$ cat config.mk
export PLATFORM = sky130hd
export DESIGN_NAME = mul_arb
export DESIGN_NICKNAME = d
export VERILOG_FILES = /design/src/rtl/mul_arb_pkg.sv /design/src/rtl/mul_arb_mul.sv /design/src/rtl/mul_arb.sv
export SDC_FILE = /design/constraint.sdc
export NUM_CORES = 1
export LEC_CHECK = 0
export BUFFER_PORTS_ARGS = -buffer_cell sky130_fd_sc_hd__buf_2
export CAP_MARGIN = 10
export CORE_ASPECT_RATIO = 1.75
export CORE_MARGIN = 1.5
export CORE_UTILIZATION = 50
export DETAILED_ROUTE_END_ITERATION = 7
export PLACE_DENSITY = 0.74
export SLEW_MARGIN = 20
export SYNTH_ARGS = -nofsm -noshare
export SYNTH_HDL_FRONTEND = slang
export SYNTH_SLANG_ARGS = --single-unit
$ cat constraint.sdc
create_clock -name clk -period 8.95 [get_ports clk]
set_input_delay 0.4475 -clock clk [delete_from_list [all_inputs] [get_ports clk]]
set_output_delay 0.4475 -clock clk [all_outputs]
set_load 0.03 [all_outputs]
$ cat src/rtl/mul_arb_pkg.sv
// Shared types and helpers for the multiplier arbiter.
package mul_arb_pkg;

    typedef enum logic [1:0] {
        IDLE = 2'd0,
        EXEC = 2'd1,
        RESP = 2'd2
    } state_t;

    // Width of an index field able to name n requesters (at least 1 bit).
    function automatic int idw_f(input int n);
        return (n <= 2) ? 1 : $clog2(n);
    endfunction

    // Round-robin successor of idx among n slots, wrapping n-1 -> 0.
    function automatic int rr_next(input int idx, input int n);
        return (idx + 1 >= n) ? 0 : idx + 1;
    endfunction

endpackage

$ cat src/rtl/mul_arb_mul.sv
// Combinational unsigned N x N multiplier producing an exact 2N-bit product.
module mul_arb_mul #(
    parameter int N = 16
) (
    input  logic [N-1:0]   a,
    input  logic [N-1:0]   b,
    output logic [2*N-1:0] p
);

    assign p = (2*N)'(a) * (2*N)'(b);

endmodule

$ cat src/rtl/mul_arb.sv
// Round-robin arbiter sharing one multiplier between NREQ requesters.
module mul_arb
    import mul_arb_pkg::*;
#(
    parameter int N    = 16,
    parameter int NREQ = 4,
    parameter int IDW  = idw_f(NREQ)
) (
    input  logic              clk,
    input  logic              rst,
    input  logic [NREQ-1:0]   req_valid,
    output logic [NREQ-1:0]   req_ready,
    input  logic [NREQ*N-1:0] req_a,
    input  logic [NREQ*N-1:0] req_b,
    output logic              rsp_valid,
    input  logic              rsp_ready,
    output logic [IDW-1:0]    rsp_id,
    output logic [2*N-1:0]    rsp_prod,
    output logic              busy
);

    state_t             state, state_n;
    logic [IDW-1:0]     rr_ptr;
    logic [N-1:0]       a_q, b_q;
    logic [IDW-1:0]     id_q;
    logic [NREQ-1:0]    gnt;
    logic [IDW-1:0]     gnt_idx;
    logic               found;
    logic [N-1:0]       a_sel, b_sel;
    logic [2*N-1:0]     prod;
    logic               accept;

    // Priority search starting at rr_ptr, wrapping modulo NREQ.
    always_comb begin
        int idx;
        found   = 1'b0;
        gnt_idx = '0;
        gnt     = '0;
        idx     = 0;
        for (int k = 0; k < NREQ; k++) begin
            idx = int'(rr_ptr) + k;
            if (idx >= NREQ) idx = idx - NREQ;
            for (int i = 0; i < NREQ; i++) begin
                if (!found && idx == i && req_valid[i]) begin
                    found   = 1'b1;
                    gnt_idx = IDW'(i);
                end
            end
        end
        for (int i = 0; i < NREQ; i++)
            gnt[i] = found && (gnt_idx == IDW'(i));
    end

    // Grants are only offered while idle and out of reset.
    assign req_ready = (state == IDLE && !rst) ? gnt : '0;
    assign accept    = |req_ready;
    assign rsp_valid = (state == RESP);
    assign busy      = (state != IDLE);

    // Operand mux for the granted requester.
    always_comb begin
        a_sel = '0;
        b_sel = '0;
        for (int i = 0; i < NREQ; i++) begin
            if (gnt_idx == IDW'(i)) begin
                a_sel = req_a[i*N +: N];
                b_sel = req_b[i*N +: N];
            end
        end
    end

    mul_arb_mul #(.N(N)) u_mul (
        .a (a_q),
        .b (b_q),
        .p (prod)
    );

    // State register.
    always_ff @(posedge clk) begin
        if (rst) state <= IDLE;
        else     state <= state_n;
    end

    // Next-state: accept -> one execute cycle -> hold response until taken.
    always_comb begin
        state_n = state;
        case (state)
            IDLE:    if (accept) state_n = EXEC;
            EXEC:    state_n = RESP;
            RESP:    if (rsp_ready) state_n = IDLE;
            default: state_n = IDLE;
        endcase
    end

    // Operand capture on accept, product capture in EXEC, pointer advance.
    always_ff @(posedge clk) begin
        if (rst) begin
            rr_ptr   <= '0;
            a_q      <= '0;
            b_q      <= '0;
            id_q     <= '0;
            rsp_prod <= '0;
            rsp_id   <= '0;
        end else begin
            if (state == IDLE && accept) begin
                a_q    <= a_sel;
                b_q    <= b_sel;
                id_q   <= gnt_idx;
                rr_ptr <= IDW'(rr_next(int'(gnt_idx), NREQ));
            end
            if (state == EXEC) begin
                rsp_prod <= prod;
                rsp_id   <= id_q;
            end
        end
    end

endmodule

# Word level (Yosys, flattened, before mapping)
# Index checks and enable logic that the tools add are counted.
[totals]
ff_bits = 72
in_bits = 135
wordCells = 150
[classes]
addsub = 8
n_mul = 1
n_lt_le_gt_ge = 5
eq_ne = 19
muxes = 48
reduce_logical = 62
[ops]
columns = ["operator", "count"]
rows = [
  ["== test 32 x 3 -> 1 bit (second input constant)", 8],
  ["== test 32 x 2 -> 1 bit (second input constant)", 4],
  ["logical NOT 32 bit", 4],
  ["two-way mux 16 bit", 8],
  ["two-way mux 32 bit", 4],
  ["logical AND 1 bit", 37],
  ["two-way mux 2 bit", 17],
  ["multiplier 16 x 16 -> 32 bit", 1],
  ["two-way mux 1 bit", 17],
  ["logical NOT 1 bit", 16],
  ["greater-or-equal comparator 3 bit (second input constant)", 4],
  ["subtractor 3 x 3 -> 4 bit (second input constant)", 3],
  ["adder 2 x 1 -> 3 bit (second input constant)", 2],
  ["adder 2 x 2 -> 3 bit (second input constant)", 2],
  ["== test 2 bit (second input constant)", 3],
  ["one-hot mux 2 bit (3 select lines)", 1],
  ["== test 2 x 1 -> 1 bit (second input constant)", 2],
  ["logical NOT 2 bit", 2],
  ["two-way mux 4 bit", 1],
  ["OR reduction 4 bit", 1],
  ["subtractor 2 x 3 -> 4 bit (second input constant)", 1],
  ["greater-or-equal comparator 2 x 3 -> 1 bit (second input constant)", 1],
  ["inequality test 2 x 1 -> 1 bit (second input constant)", 1],
  ["inequality test 2 bit (second input constant)", 1],
  ["other kinds (2)", 2],
]

# Logic depth before layout (Yosys ltp)
[depth]
depth_word = 71
depth_mapped = 24
ltp_nobuf = 22

# By module
# Synthesis repeated with hierarchy kept, for this count alone.
[unflattened]
cells_unflattened = 1462
hier_area_um2 = 12487.0
[modules_own_cells]
columns = ["module", "n_inst", "cells_each", "area_per_inst_um2", "seq_area_each_um2"]
rows = [
  ["mul_arb_mul", 1, 1000, 8624.5, 0.0],
  ["mul_arb", 1, 462, 3862.5, 1441.4],
]

# Worst setup path before layout
# OpenSTA, ideal clock, no wires.
[synth_timing]
path_type = "flip-flop to flip-flop"
startpoint = "reg b_q[4]"
endpoint = "reg rsp_prod[29]"
setup_time_ns = 0.117
arrival_time_ns = 5.706
t_required_ns = 8.833
setup_slack_ns = 3.127
stages_incl_launch_ff = 24
path_buffers = 2
period_less_slack_ns = 5.823
path_cell_list = "dfxtp_1 > clkbuf_1 > clkbuf_1 > nand2_1 > fa_1 > inv_1 > fa_1 > inv_1 > fa_1 > inv_1 > fa_1 > inv_1 > fa_1 > inv_1 > fa_1 > ha_1 > o21ai_0 > a31oi_1 > nor2_1 > a21oi_2 > o221ai_2 > a21oi_1 > or3_1 > a32o_1"
[synth_via]
elab_chain_len = 1
[synth_lines]
columns = ["element", "line_no", "text"]
rows = [
  ["start: declaration", "mul_arb.sv:24", "logic [N-1:0] a_q, b_q;"],
  ["start signal: assignment", "mul_arb.sv:107", "b_q <= b_sel;"],
  ["multiplier 16 x 16 -> 32 bit", "mul_arb_mul.sv:10", "assign p = (2*N)'(a) * (2*N)'(b);"],
  ["end signal: assignment", "mul_arb.sv:112", "rsp_prod <= prod;"],
  ["end: declaration", "mul_arb.sv:18", "output logic [2*N-1:0] rsp_prod,"],
]
# Every way passes these cells.
# A chain may end at the register's enable or synchronous reset.

# Worst setup path after layout
[layout_timing]
startpoint = "reg a_q[7]"
endpoint = "reg rsp_prod[30]"
[layout_via]
elab_chain_len = 1
[layout_lines]
columns = ["element", "line_no", "text"]
rows = [
  ["start: declaration", "mul_arb.sv:24", ""],
  ["start signal: assignment", "mul_arb.sv:106", "a_q <= a_sel;"],
  ["multiplier 16 x 16 -> 32 bit", "mul_arb_mul.sv:10", ""],
]
# Every way passes these cells.

==> key figures <==
Status
  • Status: complete, no violations

Setup path
  • Worst reg2reg path depth: 21
  • Crit Path Max Fanout: 17
  • R2r endpoint: rsp_prod[30]$_SDFFE_PP0N_
  • Critical Path AT: a little under 7000 ps
  • CP max stage cell: dfxtp_1
  • Cell mode on critical path: fa_1
  • WP data required: 9190 ps
  • Worst setup EP type: flop
  • Reg-to-reg setup timing slack: between 2000 and 2500 ps
  • FF-to-FF Start: a_q[7]$_SDFFE_PP0P_
  • Largest stage delay, worst path: 770 ps
  • Crit path from: a_q[7]$_SDFFE_PP0P_
  • CP Class: flop to flop
  • Worst path cell trace: nand2_1, fa_1, inv_1, fa_1, inv_1, fa_1, inv_1, fa_1, inv_1, fa_1, inv_1, fa_1, ha_1, nand4_1, a21oi_1, nor2_1, a311oi_1, a41oi_1, a21oi_1, xor2_1, a22o_1
  • Critical Path Start Type: flop

Synthesis
  • Async SR Flop Fraction: 0%
  • Yosys reg bits: 72
  • Top-area cell type share of the netlist area: around 32%
  • Mapped Nets: approximately 1900
  • EDFF count, synth: 0
  • Syn Area/Cell: between 8 and 9 um^2
  • Mapped cell area: 12000 um^2
  • Synth Flop Type: dfxtp_1
  • Yosys warning total: 0
  • Area contributors post-synth: fa_1, dfxtp_1, ha_1
  • Distinct cells, synth: 56
  • Largest area contributor in the netlist: fa_1
  • Register area share after synthesis: between 10% and 20%
  • Synth Instances: 1458

Timing
  • Fin Setup TNS: 0 ps
  • Hold_ws: 357 ps
  • Final hold viol count: 0
  • RSZ-0062 raised after global routing: false
  • Fin crit share: between 70% and 80%
  • Relative slew margins: a little over a third
  • Setup Viol. Count Final: 0
  • Fin worst setup slack: roughly 2400 ps
  • Crit path time final: ~6600 ps
  • Slew @ Worst Pin: approximately 970 ps
  • Layout Skew: around 8.8 ps
  • Fmax: 0.152 GHz
  • Slew Limit Fails: 0

Finish
  • Final Non-Filler Cells: 1878
  • Commonest non-fill, non-tap cell in the layout: nand2_1
  • Layout cells sized above 1: around 15%
  • Commonest cells after routing, fill and taps aside: nand2_1, inv_1, fa_1
  • Post-route cell area: around 13000 um^2
  • Area grow syn2layout: 10.7%
  • Filler cells: ~2200
  • Nets: between 2000 and 2500

Power
  • Internal power: ~2.0 mW
  • Sw Ratio: 56.6%
  • Clk network pwr share: roughly 9%
  • LEAKAGE: roughly 6.3 nW
  • Max VDD drop: roughly 0.48 mV
  • P_sw: around 2.5 mW
  • Comb power frac: between 70 and 80%
  • PD cells: about 340 nW/um^2
  • Sequential share of power: a little under a fifth

Placed design
  • Setup WS pre-CTS: roughly 2500 ps
  • Gpl congestion: between 0.9 and 1
  • Buffers on Ports: about 170
  • Hpwl dp: roughly 26000 um
  • DP Area: ~13000 um^2
  • Dpl cells: 1861

Global routing
  • Initial antenna violation count: 1
  • Largest net degree at the start of global routing: 72
  • Total congestion overflow: 0
  • First-pass GRT wire length: roughly 54000 um
  • Total track usage: between 20% and 30%
  • Number of global-route vias before repair: 11100

Clocking
  • Root Driver: clkbuf_16
  • Inserted Clock Buffers: 9
  • Clock tree buffer depth: 2
  • Sink Count: 72
  • Post-CTS Resized: 0
  • CTS tree: done
  • Clock insertion delay at the later pin of the skew report: 350 ps
  • Hold_buf cts: 0
  • Post-CTS setup buffers: 0
  • Register clock-pin slew on the reported worst setup and hold paths: 60 ps
  • Htree depth: 3

Hold path
  • Worst hold path class: input port to flop
  • Hold path startpoint: rsp_ready
  • Hold Path Stages: 3
  • Worst hold path endpoint: state[1]$_SDFFE_PP0P_

Floorplanning
  • Starting Density: about half
  • Rows: 75
  • Die height: ~210 um
  • Core Area: ~24000 um^2
  • Die X: ~120 um
  • Die area: around 25000 um^2
  • Io pins: approximately 180

Detailed routing
  • TritonRoute pass-1 iters: 5
  • Vias per cell: ~5.5
  • Remaining DRCs: 0
  • Detailed-route via count: around 10000
  • DR iter-0 viols: 527
  • Drt wl/cell: 17.0 um
  • Routed wire length: around 32000 um
  • Post-route ant nets: 0

Job
  • Max Cap Viol: 0
[worst max-delay path by stage]
stage | slack [ps] | cells past startpoint | to
floorplan | 3130 | 23 | rsp_prod[29]$_SDFFE_PP0N_
global placement | 2620 | 21 | rsp_prod[30]$_SDFFE_PP0N_
detailed placement | 2480 | 21 | rsp_prod[30]$_SDFFE_PP0N_
CTS | 2430 | 21 | rsp_prod[30]$_SDFFE_PP0N_
global route | 2060 | 21 | rsp_prod[26]$_SDFFE_PP0N_
finish | 2390 | 21 | rsp_prod[30]$_SDFFE_PP0N_
[cell families after synthesis]
logic type,share of synthesized area [%]
AO/OA/AOI/OAI,14.1
XOR/XNOR,1.53
adder cells (fa/ha/maj),43.4
buffers and inverters,10.4
flip-flops,12.0
multiplexers,0.249
AND/OR/NAND/NOR,18.3
[metrics by stage]
step	util (%)	total power [mW]
global route	55.9	4.97
finish	55.9	4.50
detailed placement	54.5	4.06
CTS	55.9	4.51
global placement	54.5	4.00
floorplan	-	3.12
[cell usage after synthesis (all sizes together), types with 5 or more instances]
master / number
a22oi: 31
o21ai: 51
o211ai: 37
buf: 18
a211oi: 6
xor2: 6
a31oi: 6
nand2: 244
a21oi: 84
a21o: 8
clkbuf: 69
and2: 97
o21bai: 5
ha: 108
xnor2: 15
nor2b: 5
inv: 234
nand3: 12
nor3: 14
nand2b: 5
fa: 194
dfxtp: 72
nor2: 96
[metal layers]
layer  vias up  wire, um  share of wire [%]  track usage, %
met5         -         0                  0               0
met4         0      1610                5.0            13.4
met3       104      1140                3.6            3.10
met2       313     17300                 54            50.5
met1      5055     11900                 37            30.5
li1       4807         -                  -               -
[state kept, by name (all words and copies together), names as in the netlist]
| signal | count |
|---|---|
| rsp_prod | 32 |
| a_q | 16 |
| rr_ptr | 2 |
| state | 2 |
| b_q | 16 |
| id_q | 2 |
| rsp_id | 2 |
[area by class of cell]
class | count | area [um^2] | share of cell area [%]
Inverter | 235 | 882 | 6.62
Antenna cell | 1 | 2.50 | 0.0188
Multi-Input combinational cell | 1064 | 9370 | 70.3
Sequential cell | 72 | 1440 | 10.8
Timing Repair Buffer | 182 | 931 | 6.98
Clock buffer | 10 | 229 | 1.72
Tap cell | 308 | 385 | 2.89
Clock inverter | 6 | 92.6 | 0.694
[worst max-delay path: cells and delay by family, from the launching register on]
family,cells,cell delay [ps]
AND/OR/NAND/NOR,3,430
flip-flops,1,770
AO/OA/AOI/OAI,5,1460
buffers and inverters,5,270
XOR/XNOR,1,90
adder cells (fa/ha/maj),7,3410
[power by group through the flow]
stage / clock (mW) / combinational (mW) / sequential (mW)
6_report: 0.400 / 3.24 / 0.857
5_1_grt: 0.415 / 3.67 / 0.887
4_1_cts: 0.403 / 3.26 / 0.850
3_5_place_dp: 0 / 3.20 / 0.856
3_3_place_gp: 0 / 3.15 / 0.844
2_1_floorplan: 0 / 2.50 / 0.621
(Power assumes the default switching activity.)
